<file path="config.mk">
export PLATFORM = sky130hd
export DESIGN_NAME = apb_requester_arbiter_flat
export DESIGN_NICKNAME = d
export VERILOG_FILES = /design/src/rtl/apb_arb_pkg.sv /design/src/rtl/apb_requester_arbiter_if.sv /design/src/rtl/rr_arbiter.sv /design/src/rtl/apb_requester_arbiter.sv /design/src/flat_wrapper.sv
export SDC_FILE = /design/constraint.sdc
export NUM_CORES = 1
export LEC_CHECK = 0
export CORE_AREA = 3 3 172 174
export DETAILED_ROUTE_END_ITERATION = 10
export DIE_AREA = 0 0 175 177
export SLEW_MARGIN = 25
export SYNTH_ARGS = -nofsm -noshare
export SYNTH_HDL_FRONTEND = slang
export SYNTH_SLANG_ARGS = --single-unit
export TNS_END_PERCENT = 1
</file>
<file path="constraint.sdc">
create_clock -name PCLK -period 1.95 [get_ports PCLK]
set_clock_uncertainty 0.1 [all_clocks]
set_input_delay 0.39 -clock PCLK [delete_from_list [all_inputs] [get_ports PCLK]]
set_output_delay 0.39 -clock PCLK [all_outputs]
set_load 0.02 [all_outputs]
</file>
<file path="src/rtl/apb_arb_pkg.sv">
// Shared types and constants for the APB requester arbiter.
//   ArbState   - FSM encoding (IDLE, SETUP, ACCESS)
//   PROT_WIDTH - width of the APB PPROT field
package apb_arb_pkg;

  typedef enum logic [1:0] {
    IDLE   = 2'd0,
    SETUP  = 2'd1,
    ACCESS = 2'd2
  } ArbState;

  localparam int unsigned PROT_WIDTH = 3;

endpackage

</file>
<file path="src/rtl/apb_requester_arbiter_if.sv">
// APB bus bundle between the arbiter and a single completer.
//   master modport: drives PSEL/PENABLE/PWRITE/PADDR/PWDATA/PSTRB/PPROT,
//                   receives PRDATA/PREADY/PSLVERR
//   slave modport : the mirror image, for the completer side
interface apb_requester_arbiter_if #(
  parameter int unsigned ADDR_WIDTH = 32,
  parameter int unsigned DATA_WIDTH = 32
);
  import apb_arb_pkg::*;

  logic                    PSEL;
  logic                    PENABLE;
  logic                    PWRITE;
  logic [ADDR_WIDTH-1:0]   PADDR;
  logic [DATA_WIDTH-1:0]   PWDATA;
  logic [DATA_WIDTH/8-1:0] PSTRB;
  logic [PROT_WIDTH-1:0]   PPROT;
  logic [DATA_WIDTH-1:0]   PRDATA;
  logic                    PREADY;
  logic                    PSLVERR;

  modport master (
    output PSEL, PENABLE, PWRITE, PADDR, PWDATA, PSTRB, PPROT,
    input  PRDATA, PREADY, PSLVERR
  );

  modport slave (
    input  PSEL, PENABLE, PWRITE, PADDR, PWDATA, PSTRB, PPROT,
    output PRDATA, PREADY, PSLVERR
  );

endinterface

</file>
<file path="src/rtl/rr_arbiter.sv">
// Combinational round-robin arbiter.
//   req        - request vector, one bit per requester
//   last       - index of the most recently served requester
//   gnt_onehot - one-hot grant (all zero when nothing requests)
//   gnt_idx    - binary index of the grant
//   any        - at least one request is pending
// Search starts at last+1 and wraps modulo N, so the previous winner has lowest priority.
module rr_arbiter #(
  parameter int unsigned N = 4
) (
  input  logic [N-1:0]         req,
  input  logic [$clog2(N)-1:0] last,
  output logic [N-1:0]         gnt_onehot,
  output logic [$clog2(N)-1:0] gnt_idx,
  output logic                 any
);

  localparam int unsigned IdxW = $clog2(N);

  always_comb begin
    logic        found;
    int unsigned idx;
    found   = 1'b0;
    idx     = 0;
    gnt_idx = '0;
    any     = |req;
    for (int unsigned k = 1; k <= N; k++) begin
      idx = (32'(last) + k) % N;
      if (!found && req[idx[IdxW-1:0]]) begin
        found   = 1'b1;
        gnt_idx = idx[IdxW-1:0];
      end
    end
    gnt_onehot = any ? (N'(1) << gnt_idx) : '0;
  end

endmodule

</file>
<file path="src/rtl/apb_requester_arbiter.sv">
// Shares one APB requester port between NREQ on-chip requesters.
//   PCLK, PRESET       - clock and synchronous active-high reset
//   req_valid/write    - per-requester request and direction (held until req_done)
//   req_addr/wdata/strb/prot - packed per-requester transfer fields, slice i = requester i
//   req_done           - one-cycle one-hot completion pulse
//   rsp_rdata/rsp_error - completion data/status, zero outside the completion cycle
//   busy, grant_id     - transfer in flight, and index of the bus owner
//   apb                - APB master port towards the completer
// A transfer takes IDLE -> SETUP -> ACCESS; the access phase ends on PREADY or after
// TIMEOUT wait cycles (TIMEOUT = 0 disables the timeout).
module apb_requester_arbiter
  import apb_arb_pkg::*;
#(
  parameter int unsigned ADDR_WIDTH = 32,
  parameter int unsigned DATA_WIDTH = 32,
  parameter int unsigned NREQ       = 4,
  parameter int unsigned TIMEOUT    = 16
) (
  input  logic                         PCLK,
  input  logic                         PRESET,
  input  logic [NREQ-1:0]              req_valid,
  input  logic [NREQ-1:0]              req_write,
  input  logic [NREQ*ADDR_WIDTH-1:0]   req_addr,
  input  logic [NREQ*DATA_WIDTH-1:0]   req_wdata,
  input  logic [NREQ*DATA_WIDTH/8-1:0] req_strb,
  input  logic [NREQ*PROT_WIDTH-1:0]   req_prot,
  output logic [NREQ-1:0]              req_done,
  output logic [DATA_WIDTH-1:0]        rsp_rdata,
  output logic                         rsp_error,
  output logic                         busy,
  output logic [$clog2(NREQ)-1:0]      grant_id,
  apb_requester_arbiter_if.master      apb
);

  localparam int unsigned IdxW  = $clog2(NREQ);
  localparam int unsigned StrbW = DATA_WIDTH / 8;
  // Keep at least one bit so TIMEOUT = 0 still elaborates.
  localparam int unsigned CntW  = (TIMEOUT == 0) ? 1 : $clog2(TIMEOUT + 1);

  ArbState               state_q;
  logic [CntW-1:0]       wait_cnt_q;
  logic [IdxW-1:0]       last_grant_q;
  logic [IdxW-1:0]       grant_q;
  logic                  psel_q;
  logic                  penable_q;
  logic                  pwrite_q;
  logic [ADDR_WIDTH-1:0] paddr_q;
  logic [DATA_WIDTH-1:0] pwdata_q;
  logic [StrbW-1:0]      pstrb_q;
  logic [PROT_WIDTH-1:0] pprot_q;

  logic [NREQ-1:0]       gnt_onehot;
  logic [IdxW-1:0]       gnt_idx;
  logic                  gnt_any;

  logic                  sel_write;
  logic [ADDR_WIDTH-1:0] sel_addr;
  logic [DATA_WIDTH-1:0] sel_wdata;
  logic [StrbW-1:0]      sel_strb;
  logic [PROT_WIDTH-1:0] sel_prot;

  logic                  timeout_hit;
  logic                  complete;

  rr_arbiter #(
    .N(NREQ)
  ) u_rr_arbiter (
    .req        (req_valid),
    .last       (last_grant_q),
    .gnt_onehot (gnt_onehot),
    .gnt_idx    (gnt_idx),
    .any        (gnt_any)
  );

  // AND-OR mux of the winning requester's fields.
  always_comb begin
    sel_write = 1'b0;
    sel_addr  = '0;
    sel_wdata = '0;
    sel_strb  = '0;
    sel_prot  = '0;
    for (int unsigned i = 0; i < NREQ; i++) begin
      if (gnt_onehot[i]) begin
        sel_write |= req_write[i];
        sel_addr  |= req_addr[i*ADDR_WIDTH +: ADDR_WIDTH];
        sel_wdata |= req_wdata[i*DATA_WIDTH +: DATA_WIDTH];
        sel_strb  |= req_strb[i*StrbW +: StrbW];
        sel_prot  |= req_prot[i*PROT_WIDTH +: PROT_WIDTH];
      end
    end
  end

  assign timeout_hit = (TIMEOUT != 0) && (wait_cnt_q == CntW'(TIMEOUT - 1));
  assign complete    = (state_q == ACCESS) && (apb.PREADY || timeout_hit);

  // Completion response is combinational so it lines up with the PREADY cycle.
  always_comb begin
    req_done  = complete ? (NREQ'(1) << grant_q) : '0;
    rsp_rdata = (complete && apb.PREADY) ? apb.PRDATA : '0;
    rsp_error = complete && (apb.PREADY ? apb.PSLVERR : 1'b1);
  end

  always_ff @(posedge PCLK) begin
    if (PRESET) begin
      state_q      <= IDLE;
      wait_cnt_q   <= '0;
      last_grant_q <= IdxW'(NREQ - 1);
      grant_q      <= '0;
      psel_q       <= 1'b0;
      penable_q    <= 1'b0;
      pwrite_q     <= 1'b0;
      paddr_q      <= '0;
      pwdata_q     <= '0;
      pstrb_q      <= '0;
      pprot_q      <= '0;
    end else begin
      unique case (state_q)
        IDLE: begin
          if (gnt_any) begin
            grant_q    <= gnt_idx;
            pwrite_q   <= sel_write;
            paddr_q    <= sel_addr;
            pwdata_q   <= sel_wdata;
            pstrb_q    <= sel_write ? sel_strb : '0;
            pprot_q    <= sel_prot;
            psel_q     <= 1'b1;
            wait_cnt_q <= '0;
            state_q    <= SETUP;
          end
        end
        SETUP: begin
          penable_q <= 1'b1;
          state_q   <= ACCESS;
        end
        ACCESS: begin
          if (complete) begin
            last_grant_q <= grant_q;
            psel_q       <= 1'b0;
            penable_q    <= 1'b0;
            state_q      <= IDLE;
          end else begin
            wait_cnt_q <= wait_cnt_q + CntW'(1);
          end
        end
        default: begin
          psel_q    <= 1'b0;
          penable_q <= 1'b0;
          state_q   <= IDLE;
        end
      endcase
    end
  end

  assign busy        = (state_q != IDLE);
  assign grant_id    = grant_q;
  assign apb.PSEL    = psel_q;
  assign apb.PENABLE = penable_q;
  assign apb.PWRITE  = pwrite_q;
  assign apb.PADDR   = paddr_q;
  assign apb.PWDATA  = pwdata_q;
  assign apb.PSTRB   = pstrb_q;
  assign apb.PPROT   = pprot_q;

endmodule
</file>
<file path="src/flat_wrapper.sv">
// flat-port wrapper written by rule: the top's interface ports become plain ports
module apb_requester_arbiter_flat import apb_arb_pkg::*;
#(
  parameter int unsigned ADDR_WIDTH = 32,
  parameter int unsigned DATA_WIDTH = 32,
  parameter int unsigned NREQ       = 4,
  parameter int unsigned TIMEOUT    = 16
)
  (PCLK, PRESET, req_valid, req_write, req_addr, req_wdata, req_strb, req_prot, req_done, rsp_rdata, rsp_error, busy, grant_id, apb_PSEL, apb_PENABLE, apb_PWRITE, apb_PADDR, apb_PWDATA, apb_PSTRB, apb_PPROT, apb_PRDATA, apb_PREADY, apb_PSLVERR);
  apb_requester_arbiter_if #(.ADDR_WIDTH(ADDR_WIDTH), .DATA_WIDTH(DATA_WIDTH)) apb_i ();
  input  logic PCLK;
  input  logic PRESET;
  input  logic [NREQ-1:0] req_valid;
  input  logic [NREQ-1:0] req_write;
  input  logic [NREQ*ADDR_WIDTH-1:0] req_addr;
  input  logic [NREQ*DATA_WIDTH-1:0] req_wdata;
  input  logic [NREQ*DATA_WIDTH/8-1:0] req_strb;
  input  logic [NREQ*PROT_WIDTH-1:0] req_prot;
  output logic [NREQ-1:0] req_done;
  output logic [DATA_WIDTH-1:0] rsp_rdata;
  output logic rsp_error;
  output logic busy;
  output logic [$clog2(NREQ)-1:0] grant_id;
  output wire logic [$bits(apb_i.PSEL)-1:0] apb_PSEL;
  output wire logic [$bits(apb_i.PENABLE)-1:0] apb_PENABLE;
  output wire logic [$bits(apb_i.PWRITE)-1:0] apb_PWRITE;
  output wire logic [$bits(apb_i.PADDR)-1:0] apb_PADDR;
  output wire logic [$bits(apb_i.PWDATA)-1:0] apb_PWDATA;
  output wire logic [$bits(apb_i.PSTRB)-1:0] apb_PSTRB;
  output wire logic [$bits(apb_i.PPROT)-1:0] apb_PPROT;
  input wire logic [$bits(apb_i.PRDATA)-1:0] apb_PRDATA;
  input wire logic [$bits(apb_i.PREADY)-1:0] apb_PREADY;
  input wire logic [$bits(apb_i.PSLVERR)-1:0] apb_PSLVERR;
  assign apb_PSEL = apb_i.PSEL;
  assign apb_PENABLE = apb_i.PENABLE;
  assign apb_PWRITE = apb_i.PWRITE;
  assign apb_PADDR = apb_i.PADDR;
  assign apb_PWDATA = apb_i.PWDATA;
  assign apb_PSTRB = apb_i.PSTRB;
  assign apb_PPROT = apb_i.PPROT;
  assign apb_i.PRDATA = apb_PRDATA;
  assign apb_i.PREADY = apb_PREADY;
  assign apb_i.PSLVERR = apb_PSLVERR;
  apb_requester_arbiter #(.ADDR_WIDTH(ADDR_WIDTH), .DATA_WIDTH(DATA_WIDTH), .NREQ(NREQ), .TIMEOUT(TIMEOUT)) u_core (.PCLK(PCLK), .PRESET(PRESET), .req_valid(req_valid), .req_write(req_write), .req_addr(req_addr), .req_wdata(req_wdata), .req_strb(req_strb), .req_prot(req_prot), .req_done(req_done), .rsp_rdata(rsp_rdata), .rsp_error(rsp_error), .busy(busy), .grant_id(grant_id), .apb(apb_i));
endmodule
</file>
==> flow_summary_export.csv, run 1 <==
group,metric,value,unit
power_and_ir_drop,power,6.20,mW
min_path,holdPathStages,2,
clocking,cts_sinks,85,
timing,tns,-6.54,ns
timing,finalSetupViolations,65,
worst_setup_path,endpoint_kind,"output pin",
route,firstDrtPassIters,7,
logic_synthesis,ys_ff_latch,85,
clocking,root_buffer,"clkbuf_16",
floorplanning,ioPinCount,442,
logic_synthesis,ys_seq_area_frac,0.368,
logic_synthesis,synth_area_per_cell,8.32,sq um
floorplanning,fp.dieH,177,um
run,maxCapViolCount,0,
clocking,insertion_delay,0.34,ns
worst_setup_path,critPathRequiredTime,1.46,ns
placed_design,io_buffers,441,
route,ant_nets,0,
floorplanning,die_w,175,um
placed_design,dp_cells,1386,
power_and_ir_drop,p_leak,4.31,nW
timing,fin_ws,-0.286,ns
min_path,hp-class,"flip-flop to flip-flop",
global_route,grt_max_degree,46,
timing,rsz0062_at_grt,"yes",
power_and_ir_drop,ir_drop,0.323,mV
route,routedWlPerCell,19.2,um
floorplanning,rows,61,
status,violations,"setup timing",
timing,slew_viol_final,0,
timing,min_period,2.24,ns
global_route,antenna_found_initial,1,
logic_synthesis,synth_area,4620,sq um
worst_setup_path,critPathKind,"flip-flop to output pin",
logic_synthesis,synth_top_cell_area_share,0.368,
cells_and_area,final_cells,1414,
route,drt-initial-drc-count,567,
route,via_per_inst,4.70,
worst_setup_path,reg2reg_depth,6,
cells_and_area,drive_gt1_frac,0.157,
route,num_vias,6641,
floorplanning,core_area,27900,sq um
placed_design,gp_congestion,0.795,
timing,fin_crit_sh,1.15,
cells_and_area,nets,1360,
route,wl,27.2,mm
logic_synthesis,synth_cell_types,42,
worst_setup_path,worstPathArrival,1.75,ns
logic_synthesis,synthTopCellsByArea,"dfxtp_1, a222oi_1, o221ai_1",
timing,max_clock_freq,0.447,GHz
global_route,grt_remaining_overflow,0,
power_and_ir_drop,power.density,597,nW/um^2
timing,slew_headroom,0.593,
worst_setup_path,cp-start-kind,"flip-flop",
clocking,cts_tree,"yes",
cells_and_area,area_growth_syn_to_layout,125,%
clocking,cts.path.max_buffers,2,
floorplanning,start_util,0.165,
worst_setup_path,worstPathMaxFanout,3,
logic_synthesis,synth_nets,885,
timing,tightestPinTransition,0.610,ns
global_route,grt_pass1_wl,39.1,mm
timing,hold_viol_final,0,
global_route,grt_pass1_vias,6776,
logic_synthesis,netlist.top_cell.by_area,"dfxtp_1",
clocking,cts_buffers,9,
placed_design,post-dp-hpwl,20.7,mm
logic_synthesis,synth_cells,555,
timing,hold_ws,0.345,ns
global_route,grtUsageTotal,0.163,
clocking,h-tree-depth,3,
route,drcViolationCount,0,
cells_and_area,final_util,0.371,
logic_synthesis,synth_warnings,0,
status,status,"finished, violations left",
floorplanning,die-area,31000,sq um
clocking,path_clk_slew,0.07,ns
==> layout by cell type (no fill, tap or decap), drive strengths merged, types with 2 or more instances in the layout <==
cell           Yosys  routed
a32o               2       2
a222oi            71      71
and3              34      34
o21a               2       2
o211ai             3       3
nand2             83      83
o21ai              4       4
a21oi             10      10
inv               77      79
nand2b             3       3
ha                 2       2
dfxtp             85      85
and2               4       4
clkdlybuf4s50      0     396
nor3               9       9
clkbuf            37      11
buf               19     117
nor2              17      17
dlygate4sd2        0       6
o221ai            67      67
a22oi              9       9
clkinvlp           0       2
nor2b              2       2
==> through the flow <==
step | area (sq um) | setup WS, ns
5_1_grt | 10400 | -0.385
6_report | 10400 | -0.286
3_3_place_gp | 9920 | -0.848
2_1_floorplan | 4620 | -0.0578
4_1_cts | 10300 | -0.343
3_5_place_dp | 9920 | -0.879
==> critical path: stages (launching register included) <==
cell and delay (ns):
dfxtp_2 0.35, ha_4 0.14, and3_4 0.18, ha_4 0.13
nor2_1 0.04, nor2_1 0.15, buf_4 0.15, nand2_4 0.05
nor2_4 0.09, buf_6 0.13
==> repair_timing <==
| item | CTS | global route |
|---|---|---|
| hold buffers | 0 | 0 |
| resized for setup | 189 | 29 |
| setup endpoints to repair | 117 | 113 |
| pin swaps | 72 | 15 |
| hold endpoints to repair | 0 | 0 |
| setup buffers | 7 | 2 |
| cloned | 2 | 0 |
==> path summary, 6_finish.rpt <==
| path | start | to | slack (ns) |
|---|---|---|---|
| setup / recovery | u_core.wait_cnt_q[0] | req_done[2] | -0.29 |
| hold / removal | u_core.apb.PWRITE | u_core.apb.PWRITE | 0.34 |
| setup reg to reg | u_core.last_grant_q[0] | u_core.apb.PADDR[29] | -0.28 |
| hold reg to reg | u_core.apb.PWRITE | u_core.apb.PWRITE | 0.34 |
==> routing by layer <==
| layer | up-vias | global-route usage | wire length [um] |
|---|---|---|---|
| met5 | - | 0 | 0 |
| met4 | 0 | 0.0645 | 849 |
| met3 | 43 | 0.0513 | 2660 |
| met2 | 400 | 0.296 | 13800 |
| met1 | 3095 | 0.176 | 9900 |
| li1 | 3103 | - | - |
==> where the power goes <==
part | switching, mW | leakage, nW | total, mW | internal, mW
registers | 0.119 | 0.701 | 2.05 | 1.93
clock network | 0.819 | 0.139 | 1.77 | 0.948
logic | 1.03 | 3.47 | 2.38 | 1.35
total | 1.97 | 4.31 | 6.20 | 4.23
==> cells by family after synthesis <==
kind of cell | share of synthesized area
AOI/OAI and AO/OA | 0.335
and+or+nand+nor | 0.163
buffers and inverters | 0.124
DFF | 0.368
xor gates and xnor gates | 0.00379
adders and majority gates | 0.00542
==> cells in the mapped netlist, drive strengths merged <==
master and number:
clkbuf 37, nand3 1, a21oi 10, nor2 17, o221ai 67, dfxtp 85
or4 1, a32o 2, and3 34, a211oi 1, or3 1, buf 19
nor3 9, nor3b 1, nor4 1, nand2 83, ha 2, nand2b 3
and2 4, a21o 1, xnor2 1, inv 77, o21ai 4, a22oi 9
nor4b 1, a222oi 71, a311o 1, o21a 2, a221oi 1, o211ai 3
nand3b 1, nor2b 2, o21bai 1, xor2 1, o311ai 1
==> sequential cells by signal, indices dropped and copies added (netlist names) <==
signal and count:
u_core.grant_id 2, u_core.apb.PPROT 3, u_core.apb.PADDR 32, u_core.wait_cnt_q 5, u_core.apb.PWDATA 32, u_core.state_q 2
u_core.apb.PSEL 1, u_core.apb.PSTRB 4, u_core.apb.PENABLE 1, u_core.last_grant_q 2, u_core.apb.PWRITE 1
==> layout make-up <==
cell class                 instances  area, sq um
clock buffer                      11          253
tap                              378          473
sequential                        85         1710
inverter                          77          289
clock inverter                     5         41.3
multi-input combinational        337         2470
timing repair buffer             520         5140
fill                            2879        17600
antenna                            1         2.50
(Power assumes the default switching activity.)
==> inputs of run 2 (changes only) <==
--- a/config.mk
+++ b/config.mk
@@ -8,7 +8,7 @@
 export CORE_AREA = 3 3 172 174
 export DETAILED_ROUTE_END_ITERATION = 10
 export DIE_AREA = 0 0 175 177
-export SLEW_MARGIN = 25
+export SLEW_MARGIN = 20
 export SYNTH_ARGS = -nofsm -noshare
 export SYNTH_HDL_FRONTEND = slang
 export SYNTH_SLANG_ARGS = --single-unit
==> constraint.sdc (replaced) <==
create_clock -name PCLK -period 1.95 [get_ports PCLK]
set_clock_uncertainty 0.1 [all_clocks]
set_input_delay 0.4875 -clock PCLK [delete_from_list [all_inputs] [get_ports PCLK]]
set_output_delay 0.4875 -clock PCLK [all_outputs]
set_load 0.02 [all_outputs]
==> run 2 against run 1 <==
Effect of this change: the flow still finishes with violations (setup timing); sequential cell count unchanged; critical path depth unchanged; routed wire length increased by 0.43%; largest power group unchanged.
==> flow_summary_export.csv, run 2 (synthesis gave the netlist of run 1 again) <==
group,metric,value,unit
global_route,grt_pass1_vias,6723,
cells_and_area,design_area,10500,sq um
route,drcViolationCount,0,
route,wl_met1,9.75,mm
placed_design,dp_cells,1389,
placed_design,io_buffers,441,
clocking,root_buffer,"clkbuf_16",
global_route,grtUsageTotal,0.165,
clocking,cts_sinks,85,
route,via_per_inst,4.69,
timing,slew_headroom,0.579,
power_and_ir_drop,ir_drop,0.400,mV
worst_setup_path,critPathRequiredTime,1.36,ns
global_route,grt_remaining_overflow,0,
timing,tns,-8.13,ns
timing,fin_crit_sh,1.20,
placed_design,place_area,9950,sq um
cells_and_area,final_util,0.377,
worst_setup_path,worstPathMaxFanout,3,
status,status,"finished, violations left",
cells_and_area,final_cells,1415,
timing,finalSetupViolations,103,
cells_and_area,drive_gt1_frac,0.166,
worst_setup_path,critPathKind,"flip-flop to output pin",
timing,tightestPinTransition,0.631,ns
route,drt-initial-drc-count,550,
timing,rsz0062_at_grt,"yes",
global_route,grt_max_degree,46,
floorplanning,ioPinCount,442,
route,ant_nets,0,
route,routedWlPerCell,19.3,um
floorplanning,core_area,27900,sq um
clocking,h-tree-depth,3,
timing,max_clock_freq,0.429,GHz
timing,hold_viol_final,0,
timing,slew_viol_final,0,
floorplanning,start_util,0.165,
floorplanning,die-area,31000,sq um
cells_and_area,area_growth_syn_to_layout,128,%
power_and_ir_drop,power.density,602,nW/um^2
clocking,ctsHoldBuffers,0,
clocking,cts_buffers,9,
cells_and_area,mostFrequentLayoutCells,"clkdlybuf4s50_1, buf_4, dfxtp_1",
timing,min_period,2.33,ns
floorplanning,die_w,175,um
clocking,path_clk_slew,0.07,ns
worst_setup_path,cp-start-kind,"flip-flop",
route,num_vias,6639,
min_path,hp-class,"flip-flop to flip-flop",
power_and_ir_drop,p_leak,4.68,nW
placed_design,gp_congestion,0.811,
cells_and_area,antenna_cells,0,
floorplanning,rows,61,
worst_setup_path,endpoint_kind,"output pin",
route,top_layer,"met5",
cells_and_area,nets,1362,
timing,fin_ws,-0.381,ns
route,routed-wl-met3,2.68,mm
route,firstDrtPassIters,9,
clocking,cts.path.max_buffers,2,
floorplanning,fp.dieH,177,um
cells_and_area,final_common_cell,"clkdlybuf4s50_1",
status,violations,"setup timing",
placed_design,post-dp-hpwl,20.7,mm
route,wl_met2,14.2,mm
worst_setup_path,worstPathArrival,1.74,ns
clocking,cts_tree,"yes",
route,wl,27.3,mm
run,maxCapViolCount,0,
clocking,insertion_delay,0.34,ns
global_route,grt_pass1_wl,39.4,mm
power_and_ir_drop,power,6.35,mW
global_route,antenna_found_initial,1,
## run 2: cell count changes in the layout (fill, tap and decap cells not counted), moves of 3 or more
cell	change
nand2_1	-3
buf_2	-21
clkdlybuf4s50_1	-30
buf_4	+23
dlymetal6s2s_1	+19
dlygate4sd2_1	+9
## run 2: what timing repair did
action                                 CTS  global route
gates cloned                             2             0
pin swaps                               77            14
buffers inserted                         5             3
setup endpoints to repair              127           135
endpoints found under the hold margin    0             0
gates resized for setup                229            51
## run 2: routing by layer
layer / up-vias / track usage
met4: 2 / 0.0565
met1: 3118 / 0.175
met3: 33 / 0.0534
met2: 385 / 0.306
li1: 3101 / -
met5: - / 0
## run 2: final timing paths
path | startpoint | end | slack (ns) | depth (start not counted)
setup reg to reg | u_core.last_grant_q[0] | u_core.apb.PADDR[29] | -0.29 | 6
setup / recovery | u_core.wait_cnt_q[0] | req_done[2] | -0.38 | 9
hold reg to reg | u_core.apb.PWRITE | u_core.apb.PWRITE | 0.34 | 2
hold / removal | u_core.apb.PWRITE | u_core.apb.PWRITE | 0.34 | 2
## run 2: power breakdown
part / switching, mW / internal (mW) / total (mW)
Combinational: 1.03 / 1.33 / 2.37
Sequential: 0.116 / 1.93 / 2.05
Clock: 0.807 / 1.13 / 1.94
## run 2: metrics by stage
stage | setup slack [ns] | hold slack, ns
global placement | -1.02 | 0.332
floorplan | -0.155 | 0.349
detailed placement | -1.03 | 0.337
finish | -0.381 | 0.345
CTS | -0.474 | 0.349
global route | -0.487 | 0.390
## run 2: cell type report
type                            count  area [sq um]
Fill cell                        2862         17400
Timing Repair Buffer              522          5240
Multi-Input combinational cell    337          2520
Sequential cell                    85          1710
Tap cell                          378           473
Inverter                           77           289
Clock buffer                       11           233
Clock inverter                      5          83.8
## run 2: worst max-delay path, cell delays in order (launching register included)
cell	delay [ns]
dfxtp_2	0.35
ha_4	0.14
and3_4	0.18
ha_4	0.16
nor2_4	0.04
nor2_4	0.12
buf_6	0.12
nand2_4	0.06
nor2_4	0.10
buf_6	0.13
==> inputs of run 3 (changes only) <==
--- a/config.mk
+++ b/config.mk
@@ -5,9 +5,11 @@
 export SDC_FILE = /design/constraint.sdc
 export NUM_CORES = 1
 export LEC_CHECK = 0
+export ABC_AREA = 1
 export CORE_AREA = 3 3 172 174
 export DETAILED_ROUTE_END_ITERATION = 10
 export DIE_AREA = 0 0 175 177
+export GPL_TIMING_DRIVEN = 0
 export SLEW_MARGIN = 20
 export SYNTH_ARGS = -nofsm -noshare
 export SYNTH_HDL_FRONTEND = slang
==> run 3 against run 2 <==
Effect of this change: the run still ends with setup timing left; maximum frequency down 2.5%; clock-buffer cell count decreased by 1; sequential share of layout area fell by 0.95 points; sequential cell count unchanged; global-route usage grew 0.83 points; largest cell class unchanged; critical path type is now flip-flop to flip-flop; largest power group unchanged.
==> flow_summary_export.csv, run 3 <==
group,metric,value,unit
timing,fin_ws,-0.439,ns
floorplanning,core_area,27900,sq um
clocking,cts_tree,"yes",
route,via_per_inst,4.27,
floorplanning,start_util,0.188,
logic_synthesis,post-synth-top-count-cell,"nand2_1",
cells_and_area,nets,1716,
status,violations,"setup timing",
global_route,grtUsageTotal,0.173,
min_path,hp-class,"flip-flop to flip-flop",
cells_and_area,mostFrequentLayoutCells,"nand2_1, clkdlybuf4s50_1, dfxtp_1",
logic_synthesis,synthTopCellsByArea,"nand2_1, dfxtp_1, nand4_1",
worst_setup_path,reg2reg_depth,18,
route,ant_nets,0,
worst_setup_path,critPathRequiredTime,2.09,ns
timing,tns,-23.62,ns
clocking,cts_buffers,9,
power_and_ir_drop,pwr-share-clk,0.218,
power_and_ir_drop,switching_share,0.381,
power_and_ir_drop,p_int,4.74,mW
cells_and_area,drive_gt1_frac,0.151,
cells_and_area,seqCellArea,1710,sq um
route,routedWlPerCell,16.1,um
logic_synthesis,synth-main-ff-cell,"dfxtp_1",
timing,slew_headroom,0.634,
power_and_ir_drop,ir_drop,0.333,mV
global_route,grt_pass1_vias,7403,
timing,rsz0062_at_grt,"yes",
timing,tightestPinTransition,0.548,ns
clocking,insertion_delay,0.34,ns
cells_and_area,multi_input_area,3410,sq um
route,num_vias,7550,
logic_synthesis,synthTopCellsByCount,"nand2_1, dfxtp_1, nand4_1, inv_1, nor2_1",
timing,hold_ws,0.351,ns
power_and_ir_drop,power_frac_comb,0.498,
cells_and_area,final_common_cell,"nand2_1",
logic_synthesis,synth_cell_types,29,
logic_synthesis,synth_top_cell_area_share,0.378,
worst_setup_path,critPathKind,"flip-flop to flip-flop",
worst_setup_path,r2r_slack,-0.44,ns
logic_synthesis,ys_seq_area_frac,0.325,
cells_and_area,area_growth_syn_to_layout,114,%
logic_synthesis,netlist.top_cell.by_area,"nand2_1",
floorplanning,rows,61,
floorplanning,ioPinCount,442,
cells_and_area,final_util,0.402,
route,firstDrtPassIters,4,
clocking,path_clk_slew,0.07,ns
route,drt-initial-drc-count,200,
min_path,min_to,"u_core.apb.PPROT[2]",
cells_and_area,antenna_cells,0,
status,status,"finished, violations left",
logic_synthesis,synth_nets,1241,
placed_design,io_buffers,441,
cells_and_area,design_area,11200,sq um
worst_setup_path,worstReg2RegStart,"u_core.last_grant_q[0]",
min_path,holdPathStages,2,
clocking,cts_sinks,85,
power_and_ir_drop,power.density,682,nW/um^2
run,maxCapViolCount,0,
global_route,grt_pass1_wl,41.3,mm
logic_synthesis,synth_area_per_cell,5.75,sq um
logic_synthesis,synth_area,5240,sq um
clocking,cts.path.max_buffers,2,
worst_setup_path,cp-start-kind,"flip-flop",
timing,finalSetupViolations,77,
placed_design,place_area,10200,sq um
timing,hold_viol_final,0,
route,wl,28.6,mm
clocking,h-tree-depth,3,
clocking,ctsHoldBuffers,0,
placed_design,gp_congestion,0.846,
worst_setup_path,worstPathArrival,2.53,ns
clocking,root_buffer,"clkbuf_16",
logic_synthesis,synth-edff-count,0,
placed_design,post-dp-hpwl,23.2,mm
route,drcViolationCount,0,
global_route,grt_remaining_overflow,0,
floorplanning,fp.dieH,177,um
global_route,grt_max_degree,16,
min_path,min_from,"u_core.apb.PPROT[2]",
cells_and_area,nFillCells,2941,
logic_synthesis,ys_ff_latch,85,
worst_setup_path,endpoint_kind,"flip-flop",
floorplanning,die_w,175,um
logic_synthesis,synth_cells,911,
floorplanning,die-area,31000,sq um
timing,max_clock_freq,0.419,GHz
logic_synthesis,synthArstFlopShare,0,
worst_setup_path,timing.rr.end,"u_core.apb.PWDATA[1]",
timing,fin_crit_sh,1.23,
global_route,antenna_found_initial,0,
logic_synthesis,synth_warnings,0,
power_and_ir_drop,seq_power_share,0.284,
power_and_ir_drop,p_switching,2.92,mW
timing,min_period,2.39,ns
worst_setup_path,worstPathMaxFanout,10,
timing,slew_viol_final,0,
power_and_ir_drop,p_leak,5.25,nW
run 3: changes by cell type after synthesis, sizes merged, moves of 34 or more:
cell / previous run / this run
nand2: 83 / 540
a222oi: 71 / 0
nor2: 17 / 52
o221ai: 67 / 0
and3: 34 / 0
nand4: 0 / 72
run 3: routing by layer:
layer	vias up	track usage	routed length, um
met4	0	0.0445	530
met3	21	0.0480	2200
met2	313	0.314	14300
met5	-	0	0
met1	3409	0.200	11500
li1	3807	-	-
run 3: logic make-up after synthesis:
kind of cell | Yosys count | share of synthesized area
adder cells (fa/ha/maj) | 2 | 0.00478
buffers and inverters | 110 | 0.0939
flip-flops | 85 | 0.325
AO/OA/AOI/OAI | 20 | 0.0229
AND/OR/NAND/NOR | 694 | 0.554
run 3: power by group through the flow:
stage | logic, mW | registers [mW] | clock network (mW)
floorplan | 1.28 | 2.52 | 0
global placement | 3.45 | 2.19 | 0
detailed placement | 3.46 | 2.20 | 0
CTS | 3.70 | 2.18 | 1.74
global route | 4.14 | 2.21 | 1.79
finish | 3.81 | 2.18 | 1.67
run 3: final cells by class:
class / count / share of cell area
inverters: 61 / 0.0215
multi-input cells: 716 / 0.304
flip-flops and latches: 85 / 0.153
repair buffers: 465 / 0.413
well taps: 378 / 0.0421
clock inverters: 6 / 0.00435
clock buffers: 10 / 0.0204
plain buffers: 48 / 0.0421
run 3: stage by stage:
stage	setup slack, ns	instances	power (mW)
global route	-0.548	1769	8.15
detailed placement	-1.90	1730	5.66
CTS	-0.515	1758	7.62
global placement	-1.89	1730	5.64
floorplan	-0.0641	911	3.80
finish	-0.439	1769	7.66
run 3: worst max path at each step:
stage	from	to	slack (ns)	cells past startpoint
floorplan	u_core.last_grant_q[0]	u_core.apb.PADDR[10]	-0.06	19
global placement	req_valid[1]	u_core.apb.PWDATA[21]	-1.89	10
detailed placement	req_valid[1]	u_core.apb.PWDATA[13]	-1.90	10
CTS	u_core.wait_cnt_q[1]	req_done[0]	-0.52	9
global route	u_core.last_grant_q[0]	u_core.apb.PWDATA[1]	-0.55	16
finish	u_core.last_grant_q[0]	u_core.apb.PWDATA[1]	-0.44	18
run 3: worst max-delay path, cell delays in order, from the launching register on:
cell,delay (ns)
dfxtp_2,0.33
buf_8,0.13
inv_8,0.06
nand2_2,0.06
nand2_2,0.07
nand2_4,0.08
nand2_4,0.06
nor2_4,0.17
nand2_2,0.11
nand3_4,0.10
nand2_4,0.06
buf_6,0.12
nand2_4,0.06
inv_6,0.05
buf_8,0.14
nand2_1,0.07
nand4_1,0.29
nand2_1,0.16
nand2_1,0.05
run 3: timing repair:
action	4_1_cts	5_1_grt
setup endpoints to repair	126	135
setup buffers	12	12
pin swaps	16	23
gates resized for setup	245	161
